[src/rtl/spi_reg_bridge.sv]
// SPI command/data protocol bridge onto an 8-bit register bus with address auto-increment.
// Define SPI_REG_BRIDGE_ERR_CNT_EN to add a saturating frame-error counter readable at the top address.
module spi_reg_bridge #(
    parameter int          ADDR_W     = 7,
    parameter logic [7:0]  DUMMY_BYTE = 8'h00,
    parameter bit          AUTO_INC   = 1'b1
) (
    input  logic              clk,
    input  logic              sys_rst_n,
    input  logic              frame_active,
    input  logic              rx_valid,
    input  logic [7:0]        rx_data,
    output logic [7:0]        tx_data,
    output logic              tx_load,
    output logic [ADDR_W-1:0] reg_addr,
    output logic [7:0]        reg_wdata,
    output logic              reg_we,
    output logic              reg_re,
    input  logic [7:0]        reg_rdata,
    output logic              busy,
    output logic              frame_err
`ifdef SPI_REG_BRIDGE_ERR_CNT_EN
    ,
    output logic [7:0]        err_count
`endif
);

    typedef enum logic [2:0] {IDLE, CMD, WR, RD_ISSUE, RD_CAPTURE, RD} state_t;

    state_t            state_q, state_d;
    logic              fa_q;
    logic [ADDR_W-1:0] addr_q, addr_d;
    logic [7:0]        tx_data_q, tx_data_d;
    logic              tx_load_q, tx_load_d;
    logic              reg_we_q, reg_we_d;
    logic [7:0]        reg_wdata_q, reg_wdata_d;
    logic              frame_err_q, frame_err_d;
    logic              data_seen_q, data_seen_d;
    logic [7:0]        rdata_mux;

    logic              rise, fall;
    logic [ADDR_W-1:0] step;

    assign rise = frame_active & ~fa_q;
    assign fall = ~frame_active & fa_q;
    assign step = ADDR_W'(AUTO_INC);

`ifdef SPI_REG_BRIDGE_ERR_CNT_EN
    logic [7:0] err_cnt_q, err_cnt_d;
    logic       read_cnt;
    assign read_cnt  = (state_q == RD_CAPTURE) && (&addr_q);
    assign rdata_mux = read_cnt ? err_cnt_q : reg_rdata;
`else
    assign rdata_mux = reg_rdata;
`endif

    always_comb begin
        state_d     = state_q;
        addr_d      = addr_q;
        tx_data_d   = tx_data_q;
        tx_load_d   = 1'b0;
        reg_we_d    = 1'b0;
        reg_wdata_d = reg_wdata_q;
        frame_err_d = 1'b0;
        data_seen_d = data_seen_q;

        // Post-increment lands the cycle after the write strobe so reg_addr is stable during it.
        if (reg_we_q) addr_d = addr_q + step;

        case (state_q)
            CMD: if (rx_valid) begin
                addr_d      = rx_data[ADDR_W-1:0];
                data_seen_d = 1'b0;
                state_d     = rx_data[7] ? RD_ISSUE : WR;
            end
            WR: if (rx_valid) begin
                reg_we_d    = 1'b1;
                reg_wdata_d = rx_data;
                data_seen_d = 1'b1;
            end
            RD_ISSUE:   state_d = RD_CAPTURE;
            RD_CAPTURE: begin
                tx_data_d = rdata_mux;
                tx_load_d = 1'b1;
                addr_d    = addr_q + step;
                state_d   = RD;
            end
            RD: if (rx_valid) state_d = RD_ISSUE;
            default: ;
        endcase

        if (rx_valid && !frame_active && !fa_q) frame_err_d = 1'b1;

        // A byte arriving with the falling edge is still processed above; only sequencing is cut.
        if (fall) begin
            if ((state_q == WR && !data_seen_q && !rx_valid) ||
                (state_q == CMD && rx_valid && !rx_data[7]))
                frame_err_d = 1'b1;
            state_d   = IDLE;
            tx_load_d = 1'b0;
            tx_data_d = tx_data_q;
        end

        if (rise) begin
            state_d   = CMD;
            tx_data_d = DUMMY_BYTE;
            tx_load_d = 1'b1;
        end
    end

`ifdef SPI_REG_BRIDGE_ERR_CNT_EN
    always_comb begin
        err_cnt_d = err_cnt_q;
        if (frame_err_d && err_cnt_q != 8'hFF) err_cnt_d = err_cnt_q + 8'd1;
        if (read_cnt && !fall) err_cnt_d = '0;
    end

    always_ff @(posedge clk or negedge sys_rst_n) begin
        if (!sys_rst_n) err_cnt_q <= '0;
        else            err_cnt_q <= err_cnt_d;
    end

    assign err_count = err_cnt_q;
`endif

    always_ff @(posedge clk or negedge sys_rst_n) begin
        if (!sys_rst_n) begin
            state_q     <= IDLE;
            fa_q        <= 1'b0;
            addr_q      <= '0;
            tx_data_q   <= DUMMY_BYTE;
            tx_load_q   <= 1'b0;
            reg_we_q    <= 1'b0;
            reg_wdata_q <= '0;
            frame_err_q <= 1'b0;
            data_seen_q <= 1'b0;
        end else begin
            state_q     <= state_d;
            fa_q        <= frame_active;
            addr_q      <= addr_d;
            tx_data_q   <= tx_data_d;
            tx_load_q   <= tx_load_d;
            reg_we_q    <= reg_we_d;
            reg_wdata_q <= reg_wdata_d;
            frame_err_q <= frame_err_d;
            data_seen_q <= data_seen_d;
        end
    end

    assign tx_data   = tx_data_q;
    assign tx_load   = tx_load_q;
    assign reg_addr  = addr_q;
    assign reg_wdata = reg_wdata_q;
    assign reg_we    = reg_we_q;
    assign reg_re    = (state_q == RD_ISSUE);
    assign busy      = (state_q != IDLE);
    assign frame_err = frame_err_q;

endmodule

[config.mk]
export PLATFORM = sky130hd
export DESIGN_NAME = spi_reg_bridge
export DESIGN_NICKNAME = d
export VERILOG_FILES = /design/src/rtl/spi_reg_bridge.sv
export SDC_FILE = /design/constraint.sdc
export NUM_CORES = 1
export LEC_CHECK = 0
export ABC_AREA = 0
export BUFFER_PORTS_ARGS = -buffer_cell sky130_fd_sc_hd__buf_2
export CAP_MARGIN = 25
export CORE_ASPECT_RATIO = 1.5
export CORE_MARGIN = 10
export CORE_UTILIZATION = 50
export DETAILED_ROUTE_END_ITERATION = 16
export PLACE_DENSITY = 0.76
export SETUP_SLACK_MARGIN = 0.4
export SYNTH_ARGS = -nofsm -noshare
export SYNTH_HDL_FRONTEND = slang
export SYNTH_SLANG_ARGS = --single-unit
[constraint.sdc]
create_clock -name clk -period 2.3 [get_ports clk]
set_input_delay 0 -clock clk [delete_from_list [all_inputs] [get_ports clk]]
set_output_delay 0 -clock clk [all_outputs]
set_load 0.05 [all_outputs]
## Yosys cells after proc, flatten, opt, wreduce, memory -nomap -nowiden

Index checks and enable logic that the tools add are counted.

| storage, ports and cells | value |
|---|---|
| output and inout bits | 28 |
| flip-flop bits (word level) | 31 |
| input port bits | 20 |

| operators by class | value |
|---|---|
| bitwise operators | 4 |
| $add $sub $neg | 1 |
| multiplexer cells | 23 |
| reduce and logical (&&, ||, !) cells | 20 |
| eq/ne operators | 10 |

Operators by type and width:

| cell | number |
|---|---|
| two-way mux 8 bit | 3 |
| two-way mux 7 bit | 2 |
| one-hot mux 7 bit (2 select lines) | 1 |
| two-way mux 3 bit | 4 |
| one-hot mux 3 bit (4 select lines) | 1 |
| two-way mux 1 bit | 11 |
| != test 4 bit, second input constant | 2 |
| adder 7 x 1 -> 7 bit, second input constant | 1 |
| equality test 3 x 2 -> 1 bit, second input constant | 2 |
| equality test 3 bit, second input constant | 2 |
| logical AND 1 bit | 6 |
| != test 2 bit, second input constant | 3 |
| AND reduction 3 bit | 2 |
| nonzero test 6 bit | 1 |
| logical NOT 1 bit | 5 |
| AND reduction 2 bit | 2 |
| nonzero test 2 bit | 2 |
| equality test 3 x 1 -> 1 bit, second input constant | 1 |
| nonzero test 3 bit | 1 |
| bitwise AND 1 bit | 2 |
| inverter 1 bit | 2 |
| one-hot mux 1 bit (2 select lines) | 1 |
| logical OR 1 bit | 1 |

## Longest topological paths before layout

| logic depth | value |
|---|---|
| word-level depth | 6 |
| gate-level depth with buffers | 6 |
| depth with buffers taken out | 5 |

## Least setup slack after synthesis

No wires, ideal clock.

| timing path | value |
|---|---|
| path type | register to register |
| start point | register addr_q[0], in the netlist reg_addr[0] |
| end point | register addr_q[6], in the netlist reg_addr[6] |
| period minus slack after synthesis | 1.629 ns |
| arrival time | 1.489 ns |
| library setup time | 0.141 ns |
| buffers on the path | 0 |
| required time | 2.159 ns |
| cell stages (with the launch flop) | 5 |
| slack | 0.671 ns |
| cells stage by stage | dfrtp_1 ha_1 nand3_1 o311ai_0 nand3_1 |

| between the ends | value |
|---|---|
| cells in the longest elaborated chain, start to end | 4 |

Ends and longest elaborated chain:

| item | RTL line | text |
|---|---|---|
| start: declaration | 32 | `logic [ADDR_W-1:0] addr_q, addr_d;` |
| start signal: assignment | 140 | `addr_q <= addr_d;` |
| adder 7 x 1 -> 7 bit * | 68, 85 |  |
| two-way mux 7 bit | 68 | `if (reg_we_q) addr_d = addr_q + step;` |
| two-way mux 7 bit | 71 | `CMD: if (rx_valid) begin` |
| one-hot mux 7 bit (2 select lines) * | 70 | `case (state_q)` |
| via addr_d[6] | 32 |  |

Mark *: on every way through the listed nets, which the timed path passes. The rest lies on a longest branch.
A chain may end at the register's enable or synchronous reset.

## Worst setup path in the final report

| timing path | value |
|---|---|
| start point | register state_q[0] |
| end point | register frame_err_q, in the netlist frame_err |

| between the ends | value |
|---|---|
| cells in the longest elaborated chain, start to end | 6 |
| elaborated cells on any way between the ends | 9 |
| classes of those cells | eq/ne (2); mux (2); reduce/logical (5) |

Ends and longest elaborated chain:

| item | RTL line | text |
|---|---|---|
| start: declaration | 30 | `state_t state_q, state_d;` |
| start signal: assignment | 138 | `state_q <= state_d;` |
| equality test 3 x 2 -> 1 bit or equality test 3 x 1 -> 1 bit (tied branches) | 96, 97 |  |
| logical AND 1 bit, on equally long branches (2 in series) | 96, 97 |  |
| logical OR 1 bit * | 96 | `if ((state_q == WR && !data_seen_q && !rx_valid) \|\|` |
| two-way mux 1 bit * | 96 |  |
| two-way mux 1 bit * | 95 | `if (fall) begin` |
| via frame_err_d | 37 | `logic frame_err_q, frame_err_d;` |
| end signal: assignment | 145 | `frame_err_q <= frame_err_d;` |
| end: declaration | 37 |  |

Marks and branches as above.

==> flow_summary.json <==
{
  "initial_core_util_pct": 51.6,
  "synthArstFlopShare_pct": 100,
  "status": "finished clean",
  "ys.flop_type": "dfrtp_1",
  "die_w_um": 64.5,
  "dr.pass1.iters": 4,
  "min_period_ns": 1.71,
  "path_clk_slew_ns": 0.06,
  "yosysMostFrequentCell": "dfrtp_1",
  "synth_nets": 165,
  "netlist_instances": 144,
  "reg2reg_to": "frame_err",
  "n_antenna_cell": 0,
  "cts-root-buf": "clkbuf_8",
  "synth_top_area_share_pct": 52.1,
  "crit-reg2reg-launch": "state_q[0]",
  "numCtsBuffers": 5,
  "setup_viol": 0,
  "vias_per_cell": 5.60,
  "cp_max_fo": 11,
  "synth.area.top_cells": "dfrtp_1 (52%), mux2_2 (6.1%), o21ai_0 (5.7%), a21oi_1 (4.7%), o32ai_1 (4.7%)",
  "rows": 24,
  "switchingPower_mw": 1.04,
  "finalNetCount": 224,
  "antenna_found_initial": 0,
  "synth_area_leader_cell": "dfrtp_1",
  "grt_pass1_vias": 1452,
  "fmax_ghz": 0.585,
  "drv_slew": 0,
  "hold_start": "rx_valid",
  "finalWirelength_um": 3990,
  "synth-seq-cells": 31,
  "tightest_slew_ns": 0.665,
  "hold_viol": 0,
  "cts_tree": "yes",
  "p_int_mw": 1.16,
  "postCtsSetupRepairBufs": 0,
  "r2r_setup_slack_ns": 0.59,
  "end_kind": "flop",
  "grt_pass1_wl_um": 7010,
  "fin_skew_ns": 0.00416,
  "grt_overflow": 0,
  "core-area_um2": 2880,
  "cts.sinks": 31,
  "ant_nets": 0,
  "num_vias": 1350,
  "fin_crit_sh_pct": 74.3,
  "power_frac_clock_pct": 17.7,
  "track_usage_pct": 15.6,
  "leakage_nw": 0.913,
  "post_drt_wl_per_cell_um": 16.5,
  "cap_viol_max_count": 0,
  "synth_area_per_cell_um2": 10.3,
  "placedCellCount": 225,
  "yosys.cell_types.count": 34,
  "ios": 48,
  "yosysWarnings": 0,
  "reg2reg_depth": 4,
  "pwr-share-seq_pct": 37.1,
  "cp-start-kind": "flop",
  "vdd_drop_max_uv": 716,
  "die_h_um": 86.8,
  "synth_area_um2": 1490,
  "hold_end": "frame_err",
  "drt_iter0_markers": 60,
  "place_congestion": 0.771,
  "drive_gt1_share_pct": 33.2,
  "syn_to_final_growth_pct": 29.6,
  "htreeDepth": 2,
  "hold_path.class": "in2reg",
  "drc": 0,
  "synth_commonest_cells": "dfrtp_1 (31), o21ai_0 (17), a21oi_1 (14)",
  "grt_max_degree": 32,
  "setup_tns_ns": 0,
  "synth-seq-area-share_pct": 52.1,
  "netSwitchingFraction_pct": 47.4,
  "portBuffers": 47,
  "rsz0062_at_grt": "false",
  "p_per_area_nw_per_um2": 1140,
  "dieArea_um2": 5600,
  "worst_skew_pair.late_latency_ns": 0.28,
  "p_comb_share_pct": 45.2,
  "synth-edff-count": 0,
  "required_ns": 2.51,
  "clk_path_buf_depth": 2,
  "crit_arrival_ns": 1.92,
  "critPathKind": "reg2reg",
  "slew_headroom_pct": 55.6,
  "fin_cells": 241,
  "hpwlAfterDp_um": 2820,
  "hold_depth": 3
}
power by group through the flow:
stage	logic, mW	registers (mW)	clock network (mW)
after floorplan	0.260	1.29	0
after global placement	0.966	0.812	0
after detailed placement	0.989	0.823	0
after CTS	1.00	0.814	0.400
after global routing	1.06	0.844	0.430
final	0.995	0.817	0.389
final cells by class:
| cell class | instances | area [µm²] |
|---|---|---|
| fill | 255 | 955 |
| sequential | 31 | 776 |
| multi-input combinational | 100 | 654 |
| timing repair buffer | 60 | 358 |
| clock buffer | 6 | 72.6 |
| tap | 39 | 48.8 |
| inverter | 5 | 18.8 |
layout by cell type, fill, tap and decap left out, drive strengths merged, types with 2 or more instances in the layout:
| cell type | count |
|---|---|
| mux2 | 8 |
| nand3 | 3 |
| o31ai | 2 |
| nor2 | 9 |
| or3 | 2 |
| dfrtp | 31 |
| clkbuf | 6 |
| buf | 50 |
| a22oi | 3 |
| nand2 | 12 |
| o211ai | 3 |
| o32ai | 8 |
| a21oi | 15 |
| nor3 | 4 |
| o21ai | 17 |
| dlygate4sd3 | 10 |
| inv | 4 |
kinds of logic (layout without fill, tap and decap cells):
kind of cell | after synthesis | count (layout) | share of synthesized area, %
AO/OA/AOI/OAI | 52 | 52 | 22.5
buffers and inverters | 13 | 71 | 4.04
multiplexers | 8 | 8 | 6.06
adder cells (fa/ha/maj) | 2 | 2 | 1.51
flip-flops | 31 | 31 | 52.1
AND/OR/NAND/NOR | 37 | 37 | 13.1
XOR/XNOR | 1 | 1 | 0.589
flip-flops by register name (all words and copies together) (netlist names):
name,count
frame_err,1
reg_we,1
data_seen_q,1
state_q,3
fa_q,1
tx_load,1
reg_addr,7
tx_data,8
reg_wdata,8
how the worst max path moves through the flow:
| stage | startpoint | endpoint | slack (ns) | cells past startpoint |
|---|---|---|---|---|
| floorplan | reg_addr[0] | reg_addr[6] | 0.67 | 4 |
| global placement | state_q[1] | tx_data[0] | 0.59 | 4 |
| detailed placement | state_q[1] | tx_data[2] | 0.44 | 4 |
| CTS | state_q[1] | tx_data[2] | 0.44 | 4 |
| global route | state_q[1] | tx_data[2] | 0.46 | 4 |
| finish | state_q[0] | frame_err | 0.59 | 4 |
worst max-delay path: stages (launching register included):
cell and delay, ns:
dfrtp_1 0.50, or4b_1 0.57, o31a_1 0.12, or3_1 0.30, a21oi_1 0.14
stage by stage:
stage / hold slack, ns / setup slack, ns / util [%] / total power, mW / cell area (µm²)
finish: 0.00573 / 0.590 / 66.9 / 2.20 / 1930
global route: 0.0213 / 0.456 / 66.9 / 2.33 / 1930
detailed placement: 0.0830 / 0.438 / 60.8 / 1.81 / 1750
CTS: 0.00345 / 0.443 / 66.8 / 2.22 / 1930
global placement: 0.0691 / 0.592 / 60.8 / 1.78 / 1750
floorplan: -0.296 / 0.671 / - / 1.55 / 1490
metal layers:
layer	part of all wire [%]	wire, µm	vias up	track usage [%]
met1	38	1530	646	16.4
li1	-	-	646	-
met4	1.8	72	0	8.40
met5	0	0	-	0
met2	51	2040	51	25.0
met3	8.6	342	7	7.62
timing repair:
item	CTS	global route
endpoints found under the setup margin	0	8
resized for setup	0	1
hold endpoints to repair	48	0
hold buffers	10	0
Power figures use the tool's default switching activity.
